==> src/rtl/capi_command_arbiter.sv <==
// Round-robin share of the PSL command bus among NUM_REQ engines, with room credits, tag ranges and odd parity.
// command_out is registered one cycle after req_grant; grants stop whenever credits run out or the job is not running.
module capi_command_arbiter #(
  parameter int NUM_REQ  = 4,
  parameter int CREDIT_W = 9
) (
  input  logic                  clock,
  input  logic                  rstn,
  input  logic                  job_start,
  input  logic                  job_reset,
  input  logic [7:0]            command_in,
  input  logic [26:0]           response_in,
  input  logic [NUM_REQ-1:0]    req_valid,
  input  logic [NUM_REQ-1:0]    req_is_write,
  input  logic [NUM_REQ*13-1:0] req_command,
  input  logic [NUM_REQ*64-1:0] req_address,
  input  logic [NUM_REQ*12-1:0] req_size,
  output logic [NUM_REQ-1:0]    req_grant,
  output logic [119:0]          command_out,
  output logic [CREDIT_W-1:0]   credits,
  output logic [7:0]            outstanding,
  output logic                  idle
);

  // response_in = {valid, tag[7:0], tag_par, response[7:0], credits[8:0]}
  // command_out = {valid, tag[7:0], tag_par, command[12:0], cmd_par, abt[2:0], address[63:0], addr_par, ctx[15:0], size[11:0]}
  localparam int IDX_W = $clog2(NUM_REQ);
  localparam logic [7:0] READ_TAG_BASE  = 8'h50;
  localparam logic [7:0] TAG_UPPER      = 8'hFF;
  localparam logic [7:0] WRITE_TAG_BASE = 8'h03;
  localparam logic [7:0] WRITE_TAG_TOP  = 8'h4F;
  localparam logic [2:0] ABT_STRICT     = 3'b000;
  localparam logic [CREDIT_W-1:0] CREDIT_MAX = {CREDIT_W{1'b1}};

  typedef enum logic [1:0] {
    S_IDLE  = 2'd0,
    S_RUN   = 2'd1,
    S_DRAIN = 2'd2
  } state_t;

  state_t state_q, state_d;
  logic   run_en;

  logic [CREDIT_W-1:0] credits_q, credits_d;
  logic [7:0]          outstanding_q, outstanding_d;
  logic [7:0]          read_tag_q, read_tag_d;
  logic [7:0]          write_tag_q, write_tag_d;
  logic [IDX_W-1:0]    rr_q, rr_d;

  logic [NUM_REQ-1:0] eligible;
  logic               found;
  logic [IDX_W-1:0]   winner;
  logic [IDX_W:0]     sum;
  logic               issue;

  logic        resp_valid;
  logic [7:0]  resp_tag;
  logic        resp_count;
  logic        unused_resp;

  logic [12:0] cmd_arr  [NUM_REQ];
  logic [63:0] addr_arr [NUM_REQ];
  logic [11:0] size_arr [NUM_REQ];

  logic        sel_is_write;
  logic [7:0]  sel_tag;

  logic        out_valid_q;
  logic [7:0]  out_tag_q;
  logic        out_tag_par_q;
  logic [12:0] out_cmd_q;
  logic        out_cmd_par_q;
  logic [63:0] out_addr_q;
  logic        out_addr_par_q;
  logic [11:0] out_size_q;

  for (genvar g = 0; g < NUM_REQ; g++) begin : g_unpack
    assign cmd_arr[g]  = req_command[g*13 +: 13];
    assign addr_arr[g] = req_address[g*64 +: 64];
    assign size_arr[g] = req_size[g*12 +: 12];
  end

  assign resp_valid  = response_in[26];
  assign resp_tag    = response_in[25:18];
  assign unused_resp = ^response_in[17:0];
  assign resp_count  = resp_valid && (resp_tag >= WRITE_TAG_BASE) && (state_q != S_IDLE);

  // ---------------- FSM ----------------
  always_ff @(posedge clock or negedge rstn) begin
    if (!rstn) state_q <= S_IDLE;
    else       state_q <= state_d;
  end

  always_comb begin
    state_d = state_q;
    case (state_q)
      S_IDLE:  if (job_start && !job_reset) state_d = S_RUN;
      S_RUN:   if (job_reset) state_d = S_DRAIN;
      S_DRAIN: if (outstanding_q == 8'd0) state_d = S_IDLE;
      default: state_d = S_IDLE;
    endcase
  end

  always_comb begin
    idle   = (state_q == S_IDLE);
    run_en = (state_q == S_RUN);
  end

  // ---------------- arbitration ----------------
  assign eligible = (run_en && (credits_q != '0)) ? req_valid : '0;

  always_comb begin
    found  = 1'b0;
    winner = '0;
    sum    = '0;
    for (int k = 0; k < NUM_REQ; k++) begin
      sum = {1'b0, rr_q} + (IDX_W+1)'(k);
      if (sum >= (IDX_W+1)'(NUM_REQ)) sum = sum - (IDX_W+1)'(NUM_REQ);
      if (!found && eligible[sum[IDX_W-1:0]]) begin
        found  = 1'b1;
        winner = sum[IDX_W-1:0];
      end
    end
  end

  assign issue        = found;
  assign req_grant    = issue ? (NUM_REQ'(1) << winner) : '0;
  assign sel_is_write = req_is_write[winner];
  assign sel_tag      = sel_is_write ? write_tag_q : read_tag_q;

  // ---------------- counters and tags ----------------
  always_comb begin
    credits_d     = credits_q;
    outstanding_d = outstanding_q;
    read_tag_d    = read_tag_q;
    write_tag_d   = write_tag_q;
    rr_d          = rr_q;

    if (state_q == S_IDLE) begin
      if (job_reset)      credits_d = '0;
      else if (job_start) credits_d = CREDIT_W'(command_in);
    end else if (issue && !resp_count) begin
      credits_d = credits_q - 1'b1;
    end else if (!issue && resp_count && (credits_q != CREDIT_MAX)) begin
      credits_d = credits_q + 1'b1;
    end

    if (issue && !resp_count && (outstanding_q != 8'hFF)) outstanding_d = outstanding_q + 8'd1;
    else if (!issue && resp_count && (outstanding_q != 8'h00)) outstanding_d = outstanding_q - 8'd1;

    if (issue) begin
      rr_d = (winner == IDX_W'(NUM_REQ - 1)) ? '0 : winner + IDX_W'(1);
      if (sel_is_write) write_tag_d = (write_tag_q == WRITE_TAG_TOP) ? WRITE_TAG_BASE : write_tag_q + 8'd1;
      else              read_tag_d  = (read_tag_q == TAG_UPPER) ? READ_TAG_BASE : read_tag_q + 8'd1;
    end
  end

  always_ff @(posedge clock or negedge rstn) begin
    if (!rstn) begin
      credits_q     <= '0;
      outstanding_q <= '0;
      read_tag_q    <= READ_TAG_BASE;
      write_tag_q   <= WRITE_TAG_BASE;
      rr_q          <= '0;
    end else begin
      credits_q     <= credits_d;
      outstanding_q <= outstanding_d;
      read_tag_q    <= read_tag_d;
      write_tag_q   <= write_tag_d;
      rr_q          <= rr_d;
    end
  end

  // Fields hold their last issued value; only valid pulses.
  always_ff @(posedge clock or negedge rstn) begin
    if (!rstn) begin
      out_valid_q    <= 1'b0;
      out_tag_q      <= '0;
      out_tag_par_q  <= 1'b0;
      out_cmd_q      <= '0;
      out_cmd_par_q  <= 1'b0;
      out_addr_q     <= '0;
      out_addr_par_q <= 1'b0;
      out_size_q     <= '0;
    end else begin
      out_valid_q <= issue;
      if (issue) begin
        out_tag_q      <= sel_tag;
        out_tag_par_q  <= ~^sel_tag;
        out_cmd_q      <= cmd_arr[winner];
        out_cmd_par_q  <= ~^cmd_arr[winner];
        out_addr_q     <= addr_arr[winner];
        out_addr_par_q <= ~^addr_arr[winner];
        out_size_q     <= size_arr[winner];
      end
    end
  end

  assign command_out = {out_valid_q, out_tag_q, out_tag_par_q, out_cmd_q, out_cmd_par_q,
                        ABT_STRICT, out_addr_q, out_addr_par_q, 16'h0000, out_size_q};
  assign credits     = credits_q;
  assign outstanding = outstanding_q;

endmodule
==> config.mk <==
export PLATFORM = sky130hd
export DESIGN_NAME = capi_command_arbiter
export DESIGN_NICKNAME = d
export VERILOG_FILES = /design/src/rtl/capi_command_arbiter.sv
export SDC_FILE = /design/constraint.sdc
export NUM_CORES = 1
export LEC_CHECK = 0
export BUFFER_PORTS_ARGS = -buffer_cell sky130_fd_sc_hd__buf_2
export CAP_MARGIN = 5
export CORE_AREA = 2 2 210 212
export CTS_CLUSTER_SIZE = 24
export DETAILED_ROUTE_END_ITERATION = 10
export DIE_AREA = 0 0 212 214
export GPL_TIMING_DRIVEN = 0
export HOLD_SLACK_MARGIN = 0.02
export PLACE_DENSITY_LB_ADDON = 0.15
export SLEW_MARGIN = 40
export SYNTH_ARGS = -nofsm -noshare
export SYNTH_HDL_FRONTEND = slang
export SYNTH_SLANG_ARGS = --single-unit
==> constraint.sdc <==
create_clock -name clock -period 11.41 [get_ports clock]
set_input_delay 2.8525 -clock clock [delete_from_list [all_inputs] [get_ports clock]]
set_output_delay 2.8525 -clock clock [all_outputs]
set_load 0.01 [all_outputs]
After elaboration in Yosys (flattened, before gate mapping)
Index checks and enable logic that the tools add are counted.

ROM bits: 0. RAM bits: 0. Logic and storage cells: 133. Bits in latches: 0. Flip-flop bits (word level): 138. Memories: 0.

Shift operators: 1. Eq/ne operators: 11. $mul: 0. Add/sub/neg operators: 14. Mux-type cells: 48. Reduce and logical (&&, ||, !) cells: 32. Bitwise gates (word level): 2. Div/mod/pow operators: 0. Magnitude comparators: 11.

Operator list (count): $bmux 64 s2 (1); $mux 64 (2); $reduce_xnor 64->1 (1); $mux 9 (5); $mux 8 (5); $bmux 13 s2 (1); $mux 13 (2); $add 8x1->8 const B (3); $bmux 12 s2 (1); $mux 12 (2); $mux 2 (12); $lt 2x3->1 const B (5); $reduce_xnor 13->1 (1); $ge 3x3->1 const B (4); $logic_and 1x1->1 (12); $bmux 1 s2 (5); $add 9x1->9 const B (1); $mux 1 (9); $ne 9x9->1 const B (1); $reduce_bool 9->1 (1); $sub 9x1->9 const B (1); $eq 8x7->1 const B (1); $eq 8x8->1 const B (1); $ge 8x2->1 const B (1); 26 further kinds (41).

Logic depth before layout (Yosys ltp)
Gate-level depths: netlist of the first run.

Depth after elaboration: 21. Depth in mapped cells: 18.

Least setup slack after synthesis of the first run
Ideal clock, no wire load.

Path type: input-to-output. From: in req_valid[2]. To: out req_grant[0]. Stages: 11. Setup slack: 3324 ps. Required time: 8557 ps. Data arrival time: 5233 ps. Cell sequence: nand2b_1 -> a21oi_1 -> nor4_4 -> inv_2 -> clkbuf_1 -> buf_1 -> clkbuf_1 -> clkbuf_1 -> buf_1 -> ha_1 -> and2_1.

Word-level cells in the longest chain between the ends: 15. Elaborated cells on any way between the ends: 25. Classes of those cells: shift (1); mux (18); reduce/logical (6).

RTL lines: start, declared (line 13) `input logic [NUM_REQ-1:0] req_valid,`; $mux 4 (*) (line 110) `assign eligible = (run_en && (credits_q != '0)) ? req_valid : '0;`; $bmux 1 s2 (line 119) `if (!found && eligible[sum[IDX_W-1:0]]) begin`; $mux 1 (implied by the code) (line 119); $mux 1 (line 119); $logic_not 1->1 (line 119); $logic_and 1x1->1 (line 119); $mux 1 (line 119); $logic_not 1->1 (line 119); $logic_and 1x1->1 (line 119); $mux 1 (line 119); $logic_not 1->1 (line 119); $logic_and 1x1->1 (line 119); $mux 2 (line 119); $shl 1x2->4 (line 127) `assign req_grant = issue ? (NUM_REQ'(1) << winner) : '0;`; $mux 4 (*) (line 127); end, declared (line 18) `output logic [NUM_REQ-1:0] req_grant,`.

Every way passes the cells marked *; elsewhere a longest branch is shown, timed or not. The select of a mux whose other input is x is not followed.

Final worst setup path of the first run
From: in req_valid[1]. To: out req_grant[3].

The elaborated chain is that of the path after synthesis.

==> flow_metrics.tcl, run 1 <==
set metrics [dict create \
    die_h_um 214 \
    rows 76 \
    setup-violations-final 0 \
    critPathKind "in2out" \
    detail_route.wl_per_cell_um 25.04 \
    cts-hold-fix-buffers 0 \
    synth.cell_area_mm2 0.01116 \
    worst_ir_drop_vdd_mv 0.09856 \
    layout.nets 2336 \
    combinationalPowerShare 0.582 \
    cts-root-to-sink-buffers 2 \
    cp.required_ns 8.56 \
    detailedPlacementHpwl_mm 50.39 \
    clkLatencyLatePin_ns 0.44 \
    number_of_max_cap_violations 0 \
    cts_tree "yes" \
    yosysSeqAreaShare 0.3100 \
    fin_util 0.3553 \
    timing.final.hold_violations 0 \
    cts_root_buffer "sky130_fd_sc_hd__clkbuf_16" \
    power_switching_mw 1.691 \
    drtAntennaViolNets 0 \
    crit_path_end_kind "output port" \
    gp_routability_congestion 0.9411 \
    portBuffers 507 \
    cts-buffers-inserted 17 \
    detailroute.wirelength.met3_mm 4.370 \
    max_freq_mhz 103.0 \
    placed_cells_incl_taps 2476 \
    dr_wl_met2_mm 30.94 \
    grt_pass1_wl_mm 89.85 \
    worstPathMaxFanout 11 \
    yosys_register_bits 138 \
    power_per_cell_area_mw_per_mm2 232.7 \
    clock_sink_count 138 \
    ys_top_cells_by_area "sky130_fd_sc_hd__dfrtp_1, sky130_fd_sc_hd__nor4b_1, sky130_fd_sc_hd__nand2_1" \
    hold_class "reg2reg" \
    synth.distinct_cells 49 \
    share_clk_of_total_power 0.175 \
    ctsHtreeMaxLevel 4 \
    clk_transition_reported_paths_ns 0.06 \
    commonest_non_fill_non_tap_cell_in_the_layout "sky130_fd_sc_hd__buf_2" \
    asyncSetResetFlopFracSynth 1.000 \
    post-synth-top-area-fraction 0.3006 \
    power.sequential.fraction 0.243 \
    yosys_warnings 0 \
    io-pin-count 545 \
    power.switching_fraction 0.4770 \
    wl_mm 63.01 \
    final.period_utilization 0.8506 \
    fin_total_pwr_mw 3.546 \
    drt_first_iter_violations 946 \
    critPathLaunchType "input port" \
    postSynthCellCount 1362 \
    grt_use_total 0.2707 \
    slew_viols_final 0 \
    critical_path_arrival_ns 6.85 \
    netlist.top_cell.by_area "sky130_fd_sc_hd__dfrtp_1" \
    global_route.overflow_total 0 \
    sequential_standard_cell_area_mm2 0.003458 \
    p_int_mw 1.854 \
    post_cts.repair.setup_buffers 0 \
    antenna_violations_before_repair 16 \
    post-route-min-period_ns 9.706 \
    post_route_cells_drive_above_1_share 0.3041 \
    drt_pass1_iterations 6 \
    first_global_vias 13320 \
    post_cts.resized_instances 0 \
    routed_via_density 5.492 \
    slew-limit-headroom 0.4082 \
    dr.max_layer_used "met5" \
    core-area_mm2 0.04289 \
    ys_dominant_reg_cell "sky130_fd_sc_hd__dfrtp_1" \
    route.detailed.drc 0 \
    setup_total_negative_slack_ns 0 \
    actual_slew_at_the_worst_max_slew_pin_ns 0.8877 \
    syn-mean-instance-area_um2 8.191 \
    die_w_um 212 \
    stdcell_count 2517 \
    num_vias 13820 \
    rsz0062_at_grt "no" \
    met1_length_mm 26.82 \
    multiInputGateArea_mm2 0.007056 \
    final_cell_mix "sky130_fd_sc_hd__buf_2, sky130_fd_sc_hd__nand2_1, sky130_fd_sc_hd__dfrtp_1" \
    number_of_flops_mapped_to_enable_cells_by_yosys 0 \
    grt_max_degree 61 \
    die_area_mm2 0.04537 \
    area_growth_syn_to_layout_pct 36.60 \
    cellLeakagePower_nw 7.191 \
    clock_tree_skew_after_final_layout_ns 0.01102 \
    fillerInstances 4657 \
    run_status "finished, final reports clean" \
    floorplan.initialDensity 0.2601 \
]
## layer usage
| metal | GRT usage | up-vias |
|---|---|---|
| met5 | 0 | - |
| met4 | 0.05516 | 16 |
| met3 | 0.06069 | 53 |
| met2 | 0.4627 | 602 |
| met1 | 0.3477 | 6841 |
| li1 | - | 6312 |
## sequential cells by signal (all words and copies together), names as in the netlist, 8 cells and up
register	flops
out_addr_q	64
out_cmd_q	13
out_size_q	12
credits	9
out_tag_q	8
outstanding	8
read_tag_q	8
write_tag_q	8
## logic make-up after synthesis
family,share of synthesized area
buffers and inverters,0.06404
and+or+nand+nor,0.2808
xor gates and xnor gates,0.03376
adders and majority gates,0.02490
DFF,0.3100
other,0.0003362
AOI/OAI and AO/OA,0.2731
muxes,0.01301
## power groups by stage
stage | combinational, mW | clock (mW) | sequential (mW)
after CTS | 2.06 | 0.637 | 0.861
after global placement | 2.03 | 0 | 0.860
after global routing | 2.25 | 0.655 | 0.889
final | 2.06 | 0.621 | 0.860
after floorplan | 1.18 | 0 | 0.923
after detailed placement | 2.05 | 0 | 0.867
## metrics by stage
step | setup slack, ns | area, um^2 | hold WS [ns]
detailed placement | 1.613 | 14580 | 0.4568
floorplan | 3.324 | 11220 | 0.4364
finish | 1.704 | 15240 | 0.4688
global placement | 1.605 | 14490 | 0.4566
global route | 1.482 | 15240 | 0.4958
CTS | 1.611 | 15210 | 0.4729
## critical path: stages
cell and delay [ns]:
sky130_fd_sc_hd__buf_2 0.13, sky130_fd_sc_hd__nor3b_1 0.19, sky130_fd_sc_hd__a211oi_1 0.08, sky130_fd_sc_hd__nor3_1 0.27, sky130_fd_sc_hd__clkbuf_1 0.64, sky130_fd_sc_hd__clkbuf_1 0.59
sky130_fd_sc_hd__buf_1 0.64, sky130_fd_sc_hd__buf_1 0.47, sky130_fd_sc_hd__clkbuf_1 0.49, sky130_fd_sc_hd__ha_1 0.23, sky130_fd_sc_hd__and2_1 0.11, sky130_fd_sc_hd__buf_2 0.14
## final cells by class
class	count	area share
Timing Repair Buffer	513	0.1723
Antenna cell	8	0.001314
Clock buffer	21	0.03022
Clock inverter	10	0.01092
Buffer	153	0.04385
Inverter	14	0.003449
Tap cell	585	0.04803
Sequential cell	138	0.2269
Multi-Input combinational cell	1075	0.4630
## synth_stat cells (all sizes together), types with 2 or more instances
cell    instances
and2            6
a21oi          26
a221o          65
nand2         291
nor3            9
o21bai          6
o211ai         32
nand2b          5
or4             2
a31oi           9
o21ai          40
xor2            6
a211o          31
a211oi         34
mux2            4
o31ai          35
nand4           5
clkbuf        117
ha             19
inv            11
fa              2
o211a          32
dfstp           4
xnor2          37
or2             2
nand3         101
nor4            2
buf            36
a221oi         64
a21o            4
dfrtp         134
mux2i          10
nor2b           2
nor4b         128
clkinv          3
nor2           35
and3            7
## path summary, 6_finish.rpt
check	endpoint	slack (ns)	start	cells after the start
worst max register to register	outstanding[7]$_DFFE_PN0P_	5.60	credits[1]$_DFFE_PN0P_	17
max in group asynchronous	out_addr_q[32]$_DFFE_PN0P_	8.51	rstn	2
worst min-delay path	out_addr_q[14]$_DFFE_PN0P_	0.47	out_addr_q[14]$_DFFE_PN0P_	2
min in group asynchronous	out_cmd_q[0]$_DFFE_PN0P_	2.26	rstn	1
worst max-delay path	req_grant[3]	1.70	req_valid[1]	12
worst min register to register	out_addr_q[14]$_DFFE_PN0P_	0.47	out_addr_q[14]$_DFFE_PN0P_	2
No activity file was read; power rests on OpenSTA's default activity.
==> run 2: changes to the inputs <==
Settings changed: CORE_AREA 2 2 210 212 to 5 5 207 209, GPL_ROUTABILITY_DRIVEN set to 0, RECOVER_POWER set to 50.
==> flow_metrics.tcl, run 2 (synthesis gave the netlist of run 1 again) <==
set metrics [dict create \
    io-pin-count 545 \
    crit_path_end_kind "output port" \
    placedInstanceArea_mm2 0.01450 \
    post_route_cells_drive_above_1_share 0.2718 \
    worst_ir_drop_vdd_mv 0.1123 \
    p_int_mw 1.755 \
    ctsHtreeMaxLevel 4 \
    num_vias 13780 \
    cts-buffers-inserted 17 \
    final.period_utilization 0.8580 \
    power.sequential.fraction 0.252 \
    design_area_mm2 0.01498 \
    cts-hold-fix-buffers 0 \
    timing.final.hold_violations 0 \
    setup_total_negative_slack_ns 0 \
    rows 74 \
    clkLatencyLatePin_ns 0.44 \
    critPathKind "in2out" \
    die_w_um 212 \
    layout.nets 2335 \
    share_clk_of_total_power 0.159 \
    route.detailed.drc 0 \
    portBuffers 507 \
    power_switching_mw 1.688 \
    fillerInstances 4417 \
    post-route-min-period_ns 9.790 \
    die_h_um 214 \
    hold_class "reg2reg" \
    area_growth_syn_to_layout_pct 34.29 \
    cts-root-to-sink-buffers 2 \
    final_cell_mix "sky130_fd_sc_hd__buf_2, sky130_fd_sc_hd__nand2_1, sky130_fd_sc_hd__clkbuf_1" \
    floorplan.initialDensity 0.2745 \
    cellLeakagePower_nw 6.912 \
    drt_first_iter_violations 1278 \
    max_freq_mhz 102.1 \
    drt_pass1_iterations 8 \
    clock_tree_skew_after_final_layout_ns 0.009313 \
    die_area_mm2 0.04537 \
    worst-r2r-setup-slack_ns 5.52 \
    global_route.overflow_total 0 \
    setup-violations-final 0 \
    core-area_mm2 0.04065 \
    number_of_max_cap_violations 3 \
    critical_path_arrival_ns 6.94 \
    failed_checks "max-capacitance violations, max-slew violations" \
    reg.largest.list "out_addr_q: 64 flops, out_cmd_q: 13 flops, out_size_q: 12 flops" \
    detail_route.wl_per_cell_um 25.24 \
    detailedPlacementHpwl_mm 49.99 \
    worstPathMaxFanout 11 \
    combinationalPowerShare 0.589 \
    clk_transition_reported_paths_ns 0.06 \
    slew-limit-headroom -1.329 \
    wl_mm 62.34 \
    power.switching_fraction 0.4903 \
    power_per_cell_area_mw_per_mm2 229.8 \
    cp.required_ns 8.56 \
    cts_tree "yes" \
    actual_slew_at_the_worst_max_slew_pin_ns 3.493 \
    cts_root_buffer "sky130_fd_sc_hd__clkbuf_16" \
    slew_viols_final 143 \
    drtAntennaViolNets 0 \
    antenna_violations_before_repair 17 \
    grt_pass1_wl_mm 89.03 \
    critPathLaunchType "input port" \
    postLayoutSetupSlackWorst_ns 1.620 \
    routed_via_density 5.581 \
    dp_slack_ns 1.698 \
    first_global_vias 13480 \
    post_cts.repair.setup_buffers 0 \
    clock_sink_count 138 \
    rsz0062_at_grt "no" \
    grt_use_total 0.2609 \
    flip_flop_count_of_the_largest_register_all_copies_and_words_added 64 \
    grt_max_degree 61 \
    post_cts.resized_instances 0 \
    run_status "finished with violations" \
    largest-register "out_addr_q" \
    commonest_non_fill_non_tap_cell_in_the_layout "sky130_fd_sc_hd__buf_2" \
]
## run 2: changes by cell type in the layout (fill, tap and decap cells not counted), sizes merged
cell / change
inv: +2
diode: +6
clkinvlp: +4
clkbuf: +61
bufinv: -3
buf: -65
clkinv: +1
## run 2: layer usage
metal | vias up | global-route usage | share of wire
li1 | 6326 | - | -
met1 | 6702 | 0.3374 | 0.42
met2 | 661 | 0.4417 | 0.48
met3 | 83 | 0.05282 | 0.074
met4 | 12 | 0.07236 | 0.022
met5 | - | 0 | 0.0011
## run 2: cell type report
type / count / area (um^2) / area share
tap: 532 / 665.6 / 0.04443
antenna: 14 / 35.03 / 0.002339
inverter: 14 / 52.55 / 0.003508
buffer: 153 / 666.9 / 0.04452
multi-input combinational: 1075 / 7056 / 0.4710
sequential: 138 / 3458 / 0.2309
clock inverter: 14 / 121.4 / 0.008102
clock buffer: 18 / 439.2 / 0.02932
timing repair buffer: 512 / 2486 / 0.1660
## run 2: metrics by stage
step           cells  utilization  hold WS [ns]  total power, mW
2_1_floorplan   1380            -        0.4364            2.106
3_3_place_gp    2419       0.3549        0.4567            2.871
3_5_place_dp    2422       0.3568        0.4588            2.910
4_1_cts         2454       0.3706        0.4746            3.476
5_1_grt         2464       0.3682        0.4970            3.686
6_report        2470       0.3686        0.4718            3.443
## run 2: power by group through the flow
stage / Combinational (mW) / Clock (mW) / Sequential, mW
after floorplan: 1.18 / 0 / 0.923
after global placement: 2.01 / 0 / 0.862
after detailed placement: 2.04 / 0 / 0.870
after CTS: 2.05 / 0.563 / 0.864
after global routing: 2.21 / 0.579 / 0.897
final: 2.03 / 0.548 / 0.867
## run 2: path summary, 6_finish.rpt
check                                      startpoint                         end  cells past startpoint
setup / recovery                         req_valid[1]                req_grant[2]                     12
hold / removal             out_addr_q[10]$_DFFE_PN0P_  out_addr_q[10]$_DFFE_PN0P_                      2
setup reg to reg               credits[0]$_DFFE_PN0P_  outstanding[7]$_DFFE_PN0P_                     17
hold reg to reg            out_addr_q[10]$_DFFE_PN0P_  out_addr_q[10]$_DFFE_PN0P_                      2
max in group asynchronous                        rstn  out_addr_q[56]$_DFFE_PN0P_                      2
min in group asynchronous                        rstn    out_cmd_q[0]$_DFFE_PN0P_                      1
## run 2: critical path, cell delays in order
cell and delay (ns):
sky130_fd_sc_hd__buf_2 0.11, sky130_fd_sc_hd__nor3b_1 0.22, sky130_fd_sc_hd__a211oi_1 0.09, sky130_fd_sc_hd__nor3_1 0.27, sky130_fd_sc_hd__clkbuf_1 0.66, sky130_fd_sc_hd__clkbuf_1 0.60, sky130_fd_sc_hd__buf_1 0.64, sky130_fd_sc_hd__buf_1 0.49
sky130_fd_sc_hd__clkbuf_1 0.48, sky130_fd_sc_hd__ha_1 0.23, sky130_fd_sc_hd__and2_1 0.12, sky130_fd_sc_hd__buf_2 0.14
